[src/rtl/cpu_ctrl_pkg.sv]
// Shared types and constants for the CPU batch-run controller.
//   state_e      : controller states
//   ERR_*        : bit positions within the sticky error vector
package cpu_ctrl_pkg;

    typedef enum logic [2:0] {
        IDLE  = 3'd0,
        LOAD  = 3'd1,
        RUN   = 3'd2,
        DRAIN = 3'd3,
        DONE  = 3'd4
    } state_e;

    localparam int unsigned ERR_WIDTH    = 2;
    localparam int unsigned ERR_TIMEOUT  = 0;
    localparam int unsigned ERR_OVERFLOW = 1;

endpackage

[src/rtl/result_fifo.sv]
// First-word-fall-through result FIFO.
// Ports:
//   clock, reset : clock and synchronous active-high reset
//   flush        : empties the FIFO, overrides push/pop
//   push, wdata  : write request and data (accepted when not full, or full with pop)
//   pop          : consume head (ignored when empty)
//   full, empty  : occupancy flags
//   rdata        : current head entry
module result_fifo #(
    parameter int unsigned WIDTH = 8,
    parameter int unsigned DEPTH = 4
) (
    input  logic             clock,
    input  logic             reset,
    input  logic             flush,
    input  logic             push,
    input  logic [WIDTH-1:0] wdata,
    input  logic             pop,
    output logic             full,
    output logic             empty,
    output logic [WIDTH-1:0] rdata
);

    localparam int unsigned AW = (DEPTH > 1) ? $clog2(DEPTH) : 1;
    localparam int unsigned CW = AW + 1;

    logic [WIDTH-1:0] mem_q [DEPTH];
    logic [AW-1:0]    wr_ptr_q, wr_ptr_d;
    logic [AW-1:0]    rd_ptr_q, rd_ptr_d;
    logic [CW-1:0]    count_q, count_d;
    logic             do_push;
    logic             do_pop;

    assign empty   = (count_q == '0);
    assign full    = (count_q == CW'(DEPTH));
    assign do_pop  = pop && !empty;
    // A full FIFO still accepts a write when the head leaves in the same cycle.
    assign do_push = push && (!full || do_pop);
    assign rdata   = mem_q[rd_ptr_q];

    // Pointer and occupancy update; depth is a power of two so pointers wrap naturally.
    always_comb begin
        wr_ptr_d = wr_ptr_q;
        rd_ptr_d = rd_ptr_q;
        count_d  = count_q;
        if (flush) begin
            wr_ptr_d = '0;
            rd_ptr_d = '0;
            count_d  = '0;
        end else begin
            if (do_push) wr_ptr_d = wr_ptr_q + AW'(1);
            if (do_pop)  rd_ptr_d = rd_ptr_q + AW'(1);
            count_d = count_q + CW'(do_push) - CW'(do_pop);
        end
    end

    always_ff @(posedge clock) begin
        if (reset) begin
            wr_ptr_q <= '0;
            rd_ptr_q <= '0;
            count_q  <= '0;
        end else begin
            wr_ptr_q <= wr_ptr_d;
            rd_ptr_q <= rd_ptr_d;
            count_q  <= count_d;
        end
    end

    // Storage array, no reset needed since occupancy gates visibility.
    always_ff @(posedge clock) begin
        if (do_push && !flush) mem_q[wr_ptr_q] <= wdata;
    end

endmodule

[src/rtl/cpu_run_controller.sv]
// Batch-run sequencer around the vector CPU: preloads data memory from the
// host, releases the CPU, captures flagged outputs, stops on output count or
// timeout, then drains results to the host.
// Ports:
//   clock, reset               : clock, synchronous active-high reset
//   start, abort               : run control (abort has top priority)
//   cfg_num_outputs/cfg_timeout: run configuration, latched on start
//   load_*                     : host preload stream (valid/ready)
//   mem_sel/we/addr/wdata      : data-memory port mux control and preload write
//   cpu_reset, cpu_out(_flag)  : CPU reset and output capture
//   res_valid/ready/data       : result stream to host (FWFT FIFO head)
//   busy, done, error, cycle_count : status
module cpu_run_controller
    import cpu_ctrl_pkg::*;
#(
    parameter int unsigned DATA_WIDTH      = 16,
    parameter int unsigned VECTOR_SIZE     = 6,
    parameter int unsigned ADDR_WIDTH      = 16,
    parameter int unsigned CYCLE_WIDTH     = 32,
    parameter int unsigned OUT_COUNT_WIDTH = 8,
    parameter int unsigned FIFO_DEPTH      = 4
) (
    input  logic                       clock,
    input  logic                       reset,
    input  logic                       start,
    input  logic                       abort,
    input  logic [OUT_COUNT_WIDTH-1:0] cfg_num_outputs,
    input  logic [CYCLE_WIDTH-1:0]     cfg_timeout,
    input  logic                       load_valid,
    output logic                       load_ready,
    input  logic [ADDR_WIDTH-1:0]      load_addr,
    input  logic [DATA_WIDTH*VECTOR_SIZE-1:0] load_data,
    input  logic                       load_last,
    output logic                       mem_sel,
    output logic                       mem_we,
    output logic [ADDR_WIDTH-1:0]      mem_addr,
    output logic [DATA_WIDTH*VECTOR_SIZE-1:0] mem_wdata,
    output logic                       cpu_reset,
    input  logic [DATA_WIDTH*VECTOR_SIZE-1:0] cpu_out,
    input  logic                       cpu_out_flag,
    output logic                       res_valid,
    input  logic                       res_ready,
    output logic [DATA_WIDTH*VECTOR_SIZE-1:0] res_data,
    output logic                       busy,
    output logic                       done,
    output logic [1:0]                 error,
    output logic [CYCLE_WIDTH-1:0]     cycle_count
);

    localparam int unsigned VW = DATA_WIDTH * VECTOR_SIZE;

    state_e                      state_q, state_d;
    logic [OUT_COUNT_WIDTH-1:0]  cfg_num_q, cfg_num_d;
    logic [CYCLE_WIDTH-1:0]      cfg_timeout_q, cfg_timeout_d;
    logic [OUT_COUNT_WIDTH-1:0]  out_count_q, out_count_d;
    logic [CYCLE_WIDTH-1:0]      cycle_count_q, cycle_count_d;
    logic [ERR_WIDTH-1:0]        error_q, error_d;
    logic                        last_seen_q, last_seen_d;
    logic                        load_ready_q, load_ready_d;
    logic                        mem_we_q, mem_we_d;
    logic [ADDR_WIDTH-1:0]       mem_addr_q, mem_addr_d;
    logic [VW-1:0]               mem_wdata_q, mem_wdata_d;
    logic                        cpu_reset_q, cpu_reset_d;
    logic                        mem_sel_q, mem_sel_d;
    logic                        busy_q, busy_d;
    logic                        done_q, done_d;

    logic                        load_hs;
    logic [CYCLE_WIDTH:0]        cycle_inc;
    logic                        fifo_push, fifo_pop, fifo_flush;
    logic                        fifo_full, fifo_empty;

    assign load_hs   = (state_q == LOAD) && load_valid && load_ready_q;
    assign cycle_inc = {1'b0, cycle_count_q} + (CYCLE_WIDTH+1)'(1);
    assign fifo_push = (state_q == RUN) && cpu_out_flag;
    assign fifo_pop  = !fifo_empty && res_ready &&
                       ((state_q == RUN) || (state_q == DRAIN) || (state_q == DONE));
    assign fifo_flush = abort;

    result_fifo #(
        .WIDTH (VW),
        .DEPTH (FIFO_DEPTH)
    ) u_result_fifo (
        .clock (clock),
        .reset (reset),
        .flush (fifo_flush),
        .push  (fifo_push),
        .wdata (cpu_out),
        .pop   (fifo_pop),
        .full  (fifo_full),
        .empty (fifo_empty),
        .rdata (res_data)
    );

    // Next-state, counters and preload write path.
    always_comb begin
        state_d       = state_q;
        cfg_num_d     = cfg_num_q;
        cfg_timeout_d = cfg_timeout_q;
        out_count_d   = out_count_q;
        cycle_count_d = cycle_count_q;
        error_d       = error_q;
        last_seen_d   = last_seen_q;
        mem_we_d      = 1'b0;
        mem_addr_d    = mem_addr_q;
        mem_wdata_d   = mem_wdata_q;

        case (state_q)
            IDLE, DONE: begin
                if (start) begin
                    state_d       = LOAD;
                    cfg_num_d     = cfg_num_outputs;
                    cfg_timeout_d = cfg_timeout;
                    out_count_d   = '0;
                    cycle_count_d = '0;
                    error_d       = '0;
                    last_seen_d   = 1'b0;
                end
            end
            LOAD: begin
                if (load_hs) begin
                    mem_we_d    = 1'b1;
                    mem_addr_d  = load_addr;
                    mem_wdata_d = load_data;
                    if (load_last) last_seen_d = 1'b1;
                end
                // One extra LOAD cycle lets the final write issue before the CPU runs.
                if (last_seen_q) state_d = RUN;
            end
            RUN: begin
                cycle_count_d = cycle_inc[CYCLE_WIDTH] ? cycle_count_q
                                                       : cycle_inc[CYCLE_WIDTH-1:0];
                out_count_d   = out_count_q + OUT_COUNT_WIDTH'(cpu_out_flag);
                if (fifo_push && fifo_full && !fifo_pop) error_d[ERR_OVERFLOW] = 1'b1;
                // Reaching the output count takes precedence over a coincident timeout.
                if (out_count_d >= cfg_num_q) begin
                    state_d = DRAIN;
                end else if (cycle_inc == {1'b0, cfg_timeout_q}) begin
                    error_d[ERR_TIMEOUT] = 1'b1;
                    state_d              = DRAIN;
                end
            end
            DRAIN: begin
                if (fifo_empty) state_d = DONE;
            end
            default: state_d = IDLE;
        endcase

        if (abort) begin
            state_d       = IDLE;
            out_count_d   = '0;
            cycle_count_d = '0;
            error_d       = '0;
            last_seen_d   = 1'b0;
            mem_we_d      = 1'b0;
        end
    end

    // Status outputs follow the state being entered so they line up with it.
    always_comb begin
        load_ready_d = (state_d == LOAD) && !last_seen_d;
        cpu_reset_d  = (state_d != RUN);
        mem_sel_d    = (state_d != RUN);
        busy_d       = (state_d == LOAD) || (state_d == RUN) || (state_d == DRAIN);
        done_d       = (state_d == DONE);
    end

    always_ff @(posedge clock) begin
        if (reset) begin
            state_q       <= IDLE;
            cfg_num_q     <= '0;
            cfg_timeout_q <= '0;
            out_count_q   <= '0;
            cycle_count_q <= '0;
            error_q       <= '0;
            last_seen_q   <= 1'b0;
            load_ready_q  <= 1'b0;
            mem_we_q      <= 1'b0;
            mem_addr_q    <= '0;
            mem_wdata_q   <= '0;
            cpu_reset_q   <= 1'b1;
            mem_sel_q     <= 1'b1;
            busy_q        <= 1'b0;
            done_q        <= 1'b0;
        end else begin
            state_q       <= state_d;
            cfg_num_q     <= cfg_num_d;
            cfg_timeout_q <= cfg_timeout_d;
            out_count_q   <= out_count_d;
            cycle_count_q <= cycle_count_d;
            error_q       <= error_d;
            last_seen_q   <= last_seen_d;
            load_ready_q  <= load_ready_d;
            mem_we_q      <= mem_we_d;
            mem_addr_q    <= mem_addr_d;
            mem_wdata_q   <= mem_wdata_d;
            cpu_reset_q   <= cpu_reset_d;
            mem_sel_q     <= mem_sel_d;
            busy_q        <= busy_d;
            done_q        <= done_d;
        end
    end

    assign load_ready  = load_ready_q;
    assign mem_we      = mem_we_q;
    assign mem_addr    = mem_addr_q;
    assign mem_wdata   = mem_wdata_q;
    assign cpu_reset   = cpu_reset_q;
    assign mem_sel     = mem_sel_q;
    assign busy        = busy_q;
    assign done        = done_q;
    assign error       = error_q;
    assign cycle_count = cycle_count_q;
    assign res_valid   = !fifo_empty;

endmodule

[config.mk]
export PLATFORM = sky130hd
export DESIGN_NAME = cpu_run_controller
export DESIGN_NICKNAME = d
export VERILOG_FILES = /design/src/rtl/cpu_ctrl_pkg.sv /design/src/rtl/result_fifo.sv /design/src/rtl/cpu_run_controller.sv
export SDC_FILE = /design/constraint.sdc
export NUM_CORES = 1
export LEC_CHECK = 0
export ABC_AREA = 1
export BUFFER_PORTS_ARGS = -buffer_cell sky130_fd_sc_hd__buf_4
export CORE_UTILIZATION = 59
export DETAILED_ROUTE_END_ITERATION = 8
export PLACE_DENSITY = 0.85
export SYNTH_ARGS = -nofsm -noshare
export SYNTH_HDL_FRONTEND = slang
export SYNTH_SLANG_ARGS = --single-unit
[constraint.sdc]
create_clock -name clock -period 17.04 [get_ports clock]
set_input_delay 3.408 -clock clock [delete_from_list [all_inputs] [get_ports clock]]
set_output_delay 3.408 -clock clock [all_outputs]
set_load 0.1 [all_outputs]
; ---- Word-level counts from Yosys, hierarchy flattened
; Memory sizes are Yosys's and may differ from the RTL's. A register that Yosys moved wholly into a read port is not among the register bits.
; Cells that the tools add are included.
[totals]
register_bits = 210
ram_bits = 384
inputBits = 256
output_inout_bits = 249
mem_count = 1
[classes]
addsub = 6
order_cmp = 1
n_eq_ne = 16
mux = 27
bitwise = 1
reduce_logical = 33
[memory_table]
columns = name, depth, width, read_ports, rd_ports_with_merged_regs, write_ports, line
row1 = u_result_fifo.mem_q, 4, 96, 1, 1, 1, result_fifo.sv:27  ; logic [WIDTH-1:0] mem_q [DEPTH];
[ops]
columns = cell, n
row1 = 32-bit 2-to-1 mux, 2
row2 = 32-bit one-hot mux with 2 select lines, 1
row3 = "32-bit by 1-bit adder with 33-bit output, second input constant", 1
row4 = 33-bit by 32-bit == test with 1-bit output, 1
row5 = 3-bit 2-to-1 mux, 6
row6 = 8-bit one-hot mux with 2 select lines, 1
row7 = "3-bit by 2-bit == test with 1-bit output, second input constant", 4
row8 = 3-bit one-hot mux with 4 select lines, 1
row9 = 1-bit logical AND, 11
row10 = 1-bit 2-to-1 mux, 10
row11 = "3-bit == test, second input constant", 3
row12 = 8-bit by 1-bit adder with 8-bit output, 1
row13 = 8-bit >= comparator, 1
row14 = 8-bit 2-to-1 mux, 1
row15 = "3-bit by 1-bit == test with 1-bit output, second input constant", 2
row16 = 3-bit logical NOT, 2
row17 = 2-bit 2-to-1 mux, 3
row18 = "2-bit != test, second input constant", 3
row19 = 2-bit AND reduction, 3
row20 = 3-bit AND reduction, 2
row21 = 1-bit logical NOT, 5
row22 = 1-bit logical OR, 5
row23 = "2-bit by 1-bit adder with 2-bit output, second input constant", 2
row24 = "2-bit by 1-bit != test with 1-bit output, second input constant", 2
row25 = 10 further kinds, 11

; ---- Longest topological paths before layout
[logic_depth]
depth_word = 10
ltp_mapped = 19
depth_no_buf = 19

; ---- By module
; Synthesis repeated with hierarchy kept, for this count alone.
[unflattened]
hier_cells = 2315
area_unflattened_um2 = 23829.1
[modules_own_cells]
columns = mod, instances, cells_per_inst, area_each_um2, seq_area_each_um2
row1 = result_fifo, 1, 1001, 14776.7, 11711.2
row2 = cpu_run_controller, 1, 1314, 9052.4, 4063.9

; ---- Worst setup path before layout
; Ideal clock, no wire load.
[synth_timing]
path_type = input port to flip-flop
from = in res_ready
to = mem u_result_fifo.mem_q[0][0] (netlist bit) (enable)
setup_time_ns = 0.551
t_arrival_ns = 7.928
slack_ns = 8.561
stages = 6
cell_sequence = nand3_1 nand2_1 nand3_1 inv_1 nand2_1 nor2_1
[synth_between]
elab_chain_len = 8
[synth_rtl]
columns = item, line
row1 = from (decl), cpu_run_controller.sv:42  ; input logic res_ready,
row2 = 1-bit logical AND (2 in series), cpu_run_controller.sv:76  ; assign fifo_pop = !fifo_empty && res_ready &&
row3 = 1-bit logical AND, result_fifo.sv:36  ; assign do_pop = pop && !empty;
row4 = 1-bit logical OR, result_fifo.sv:38  ; assign do_push = push && (!full || do_pop);
row5 = 1-bit logical AND, result_fifo.sv:38
row6 = via u_result_fifo.do_push, result_fifo.sv:31  ; logic do_push;
row7 = 1-bit logical AND, result_fifo.sv:71  ; if (do_push && !flush) mem_q[wr_ptr_q] <= wdata;
row8 = 1-bit 2-to-1 mux, result_fifo.sv:71
row9 = 1-bit 2-to-1 mux (not written as such), result_fifo.sv:71
row10 = to (decl), result_fifo.sv:27
; The timed path passes the listed nets, and every way through them passes these cells.

==> impl_metrics.json <==
{
  "endpoint_kind": "output pin",
  "viasPerCell": 5.75,
  "firstDrtPassIters": 7,
  "dp_hpwl_mm": 40.9,
  "syn_inst": 2287,
  "grt_overflow": 0,
  "start_util_pct": 60.2,
  "drive_above_1_share_pct": 22.9,
  "cts_max_level": 2,
  "clk-insertion-delay-late_ns": 0.64,
  "finalWirelength_mm": 65.7,
  "place_congestion": 0.964,
  "p_leak_nw": 11.4,
  "grt_first_pass_wirelength_mm": 100,
  "worstMarginPinSlew_ns": 1.31,
  "postCtsHoldBufs": 0,
  "yosysSeqAreaShare_pct": 67.1,
  "avgSynthCellArea_um2": 10.3,
  "clkTransAtPathRegs_ns": 0.05,
  "cp.required_ns": 13.63,
  "skew_ns": 0.0356,
  "grt_pass1_vias": 18300,
  "setup_violations": 0,
  "ant_nets": 0,
  "worstSetupPathType": "reg2out",
  "fp.dieArea_um2": 40600,
  "worst_ep_arrival_time_ns": 3.68,
  "final-instance-count-excl-fill": 3315,
  "register_area_um2": 15800,
  "num_vias": 19000,
  "rrSetupSlack_ns": 13.12,
  "r2r_end": "u_result_fifo.mem_q[1][27]",
  "path_max_fanout": 79,
  "final_common_cell": "nor2_1",
  "hp-start": "u_result_fifo.rd_ptr_q[1]",
  "cts.path.max_buffers": 3,
  "die_h_um": 202,
  "layout_common_cells": "523 x nor2_1, 519 x buf_4, 384 x edfxtp_1",
  "cp-endpoint": "res_data[69]",
  "grt_setup_unrepaired": "no",
  "fin_nets": 3017,
  "maxCapViolCount": 0,
  "cts_root_buf": "clkbuf_16",
  "ys_ff_latch": 596,
  "cts_resized": 0,
  "place_inst": 3201,
  "startpoint_type": "flip-flop",
  "min_period_ns": 7.09,
  "slew_violations": 0,
  "fmax_mhz": 141,
  "dieWidth_um": 202,
  "ys.flop_type": "edfxtp_1",
  "fillCellCount": 2462,
  "hold_violations": 0,
  "setup_tns_ns": 0,
  "cts_buffers": 58,
  "synthDistinctLibCells": 39,
  "clkSinkCount": 596,
  "cts_tree": "done",
  "min_path_type": "reg2reg",
  "synth_edf_count": 384,
  "wl_per_cell_um": 19.8,
  "drc": 0,
  "synth-async-reset-ratio_pct": 0,
  "finalCoreUtilization_pct": 75.9,
  "reg2reg_depth": 10,
  "first_iter_violations": 1792,
  "syn_area_um2": 23500,
  "portBuffers": 504,
  "grt_usage_pct": 31.6,
  "peakVddDrop_mv": 0.0935,
  "area_delta_synth_final_pct": 25.9,
  "r2r-start": "state_q[1]",
  "power.density_nw_per_um2": 101,
  "antenna_found_initial": 9,
  "rows": 72,
  "grt_start_max_net_pins": 127,
  "postCtsSetupBuffers": 0,
  "synth-warning-count": 0,
  "ios": 505,
  "fin_crit_sh_pct": 41.6,
  "multi_input_area_um2": 6880,
  "status": "complete, no violations",
  "design.core.area_um2": 39000,
  "slew-limit-headroom_pct": 12.2,
  "syn-num-nets": 2561
}
-- kinds of logic after synthesis --
group / share of synthesized area, %
AO/OA/AOI/OAI: 12.3
XOR/XNOR: 0.857
AND/OR/NAND/NOR: 15.0
adder cells (fa/ha/maj): 0.990
flip-flops: 67.1
buffers and inverters: 3.76
-- metal layers --
metal | vias up | global-route usage (%) | routed length (um)
li1 | 8808 | - | -
met5 | - | 0 | 13
met1 | 9068 | 39.4 | 24700
met3 | 173 | 7.58 | 6150
met2 | 996 | 52.1 | 32200
met4 | 2 | 15.2 | 2650
-- critical path, stage by stage, from the launching register on --
cell     delay (ns)
dfxtp_4        0.65
buf_4          0.63
buf_4          0.72
o21ai_0        0.26
o22ai_1        0.36
buf_4          0.36
-- where the power goes --
group	total [mW]	internal [mW]	switching, mW	leakage [nW]
Clock	1.30	0.749	0.552	0.937
Combinational	0.134	0.0568	0.0768	5.30
Sequential	1.55	1.54	0.00524	5.17
Total	2.98	2.35	0.634	11.4
-- cells in the mapped netlist, drive strengths merged (3+ instances only) --
master | count | area (um^2)
o22ai | 96 | 601
ha | 17 | 213
a32oi | 5 | 43.8
nor3 | 3 | 15.0
buf | 5 | 22.5
dfxtp | 212 | 4240
a21oi | 74 | 374
nand3 | 70 | 350
nor2 | 538 | 2090
o21ai | 354 | 1770
clkinv | 3 | 11.3
inv | 108 | 405
nand2 | 252 | 963
edfxtp | 384 | 11500
a22oi | 6 | 45.0
xor2 | 12 | 105
clkbuf | 118 | 444
nand4 | 7 | 43.8
xnor2 | 5 | 51.3
nand3b | 5 | 37.5
-- area by class of cell --
class	count	area share (%)
repair buffers	519	13.2
flip-flops and latches	596	53.3
diodes	9	0.0761
inverters	111	1.43
well taps	518	2.19
clock buffers	70	5.19
multi-input cells	1457	23.2
clock inverters	35	1.38
-- how the worst min path moves through the flow --
stage | slack, ns | depth (start not counted) | endpoint
2_1_floorplan | 0.44 | 2 | cfg_num_q[1]
3_3_place_gp | 0.44 | 2 | flip-flop
3_5_place_dp | 0.46 | 2 | flip-flop
4_1_cts | 0.47 | 2 | cfg_num_q[2]
5_1_grt | 0.50 | 2 | cfg_num_q[3]
6_report | 0.46 | 2 | flip-flop
-- flip-flops by register name, indices dropped and copies added, names as in the netlist, 2 cells and up, named ones only --
register and flops:
cfg_num_q 8, cfg_timeout_q 32, cycle_count 32, error 2, mem_addr 16, mem_wdata 96, out_count_q 8, state_q 3
u_result_fifo.count_q 3, u_result_fifo.mem_q 384, u_result_fifo.rd_ptr_q 2, u_result_fifo.wr_ptr_q 2
-- metrics by stage --
stage | setup slack (ns) | power [mW] | cell area, um^2 | hold slack, ns
after floorplan | 8.56 | 1.64 | 23500 | 0.435
after global placement | 10.43 | 1.71 | 27600 | 0.443
after detailed placement | 10.42 | 1.71 | 27600 | 0.456
after CTS | 9.95 | 2.99 | 29600 | 0.466
after global routing | 9.73 | 3.06 | 29600 | 0.497
final | 9.95 | 2.98 | 29600 | 0.463
No activity file was read; power rests on OpenSTA's default activity.
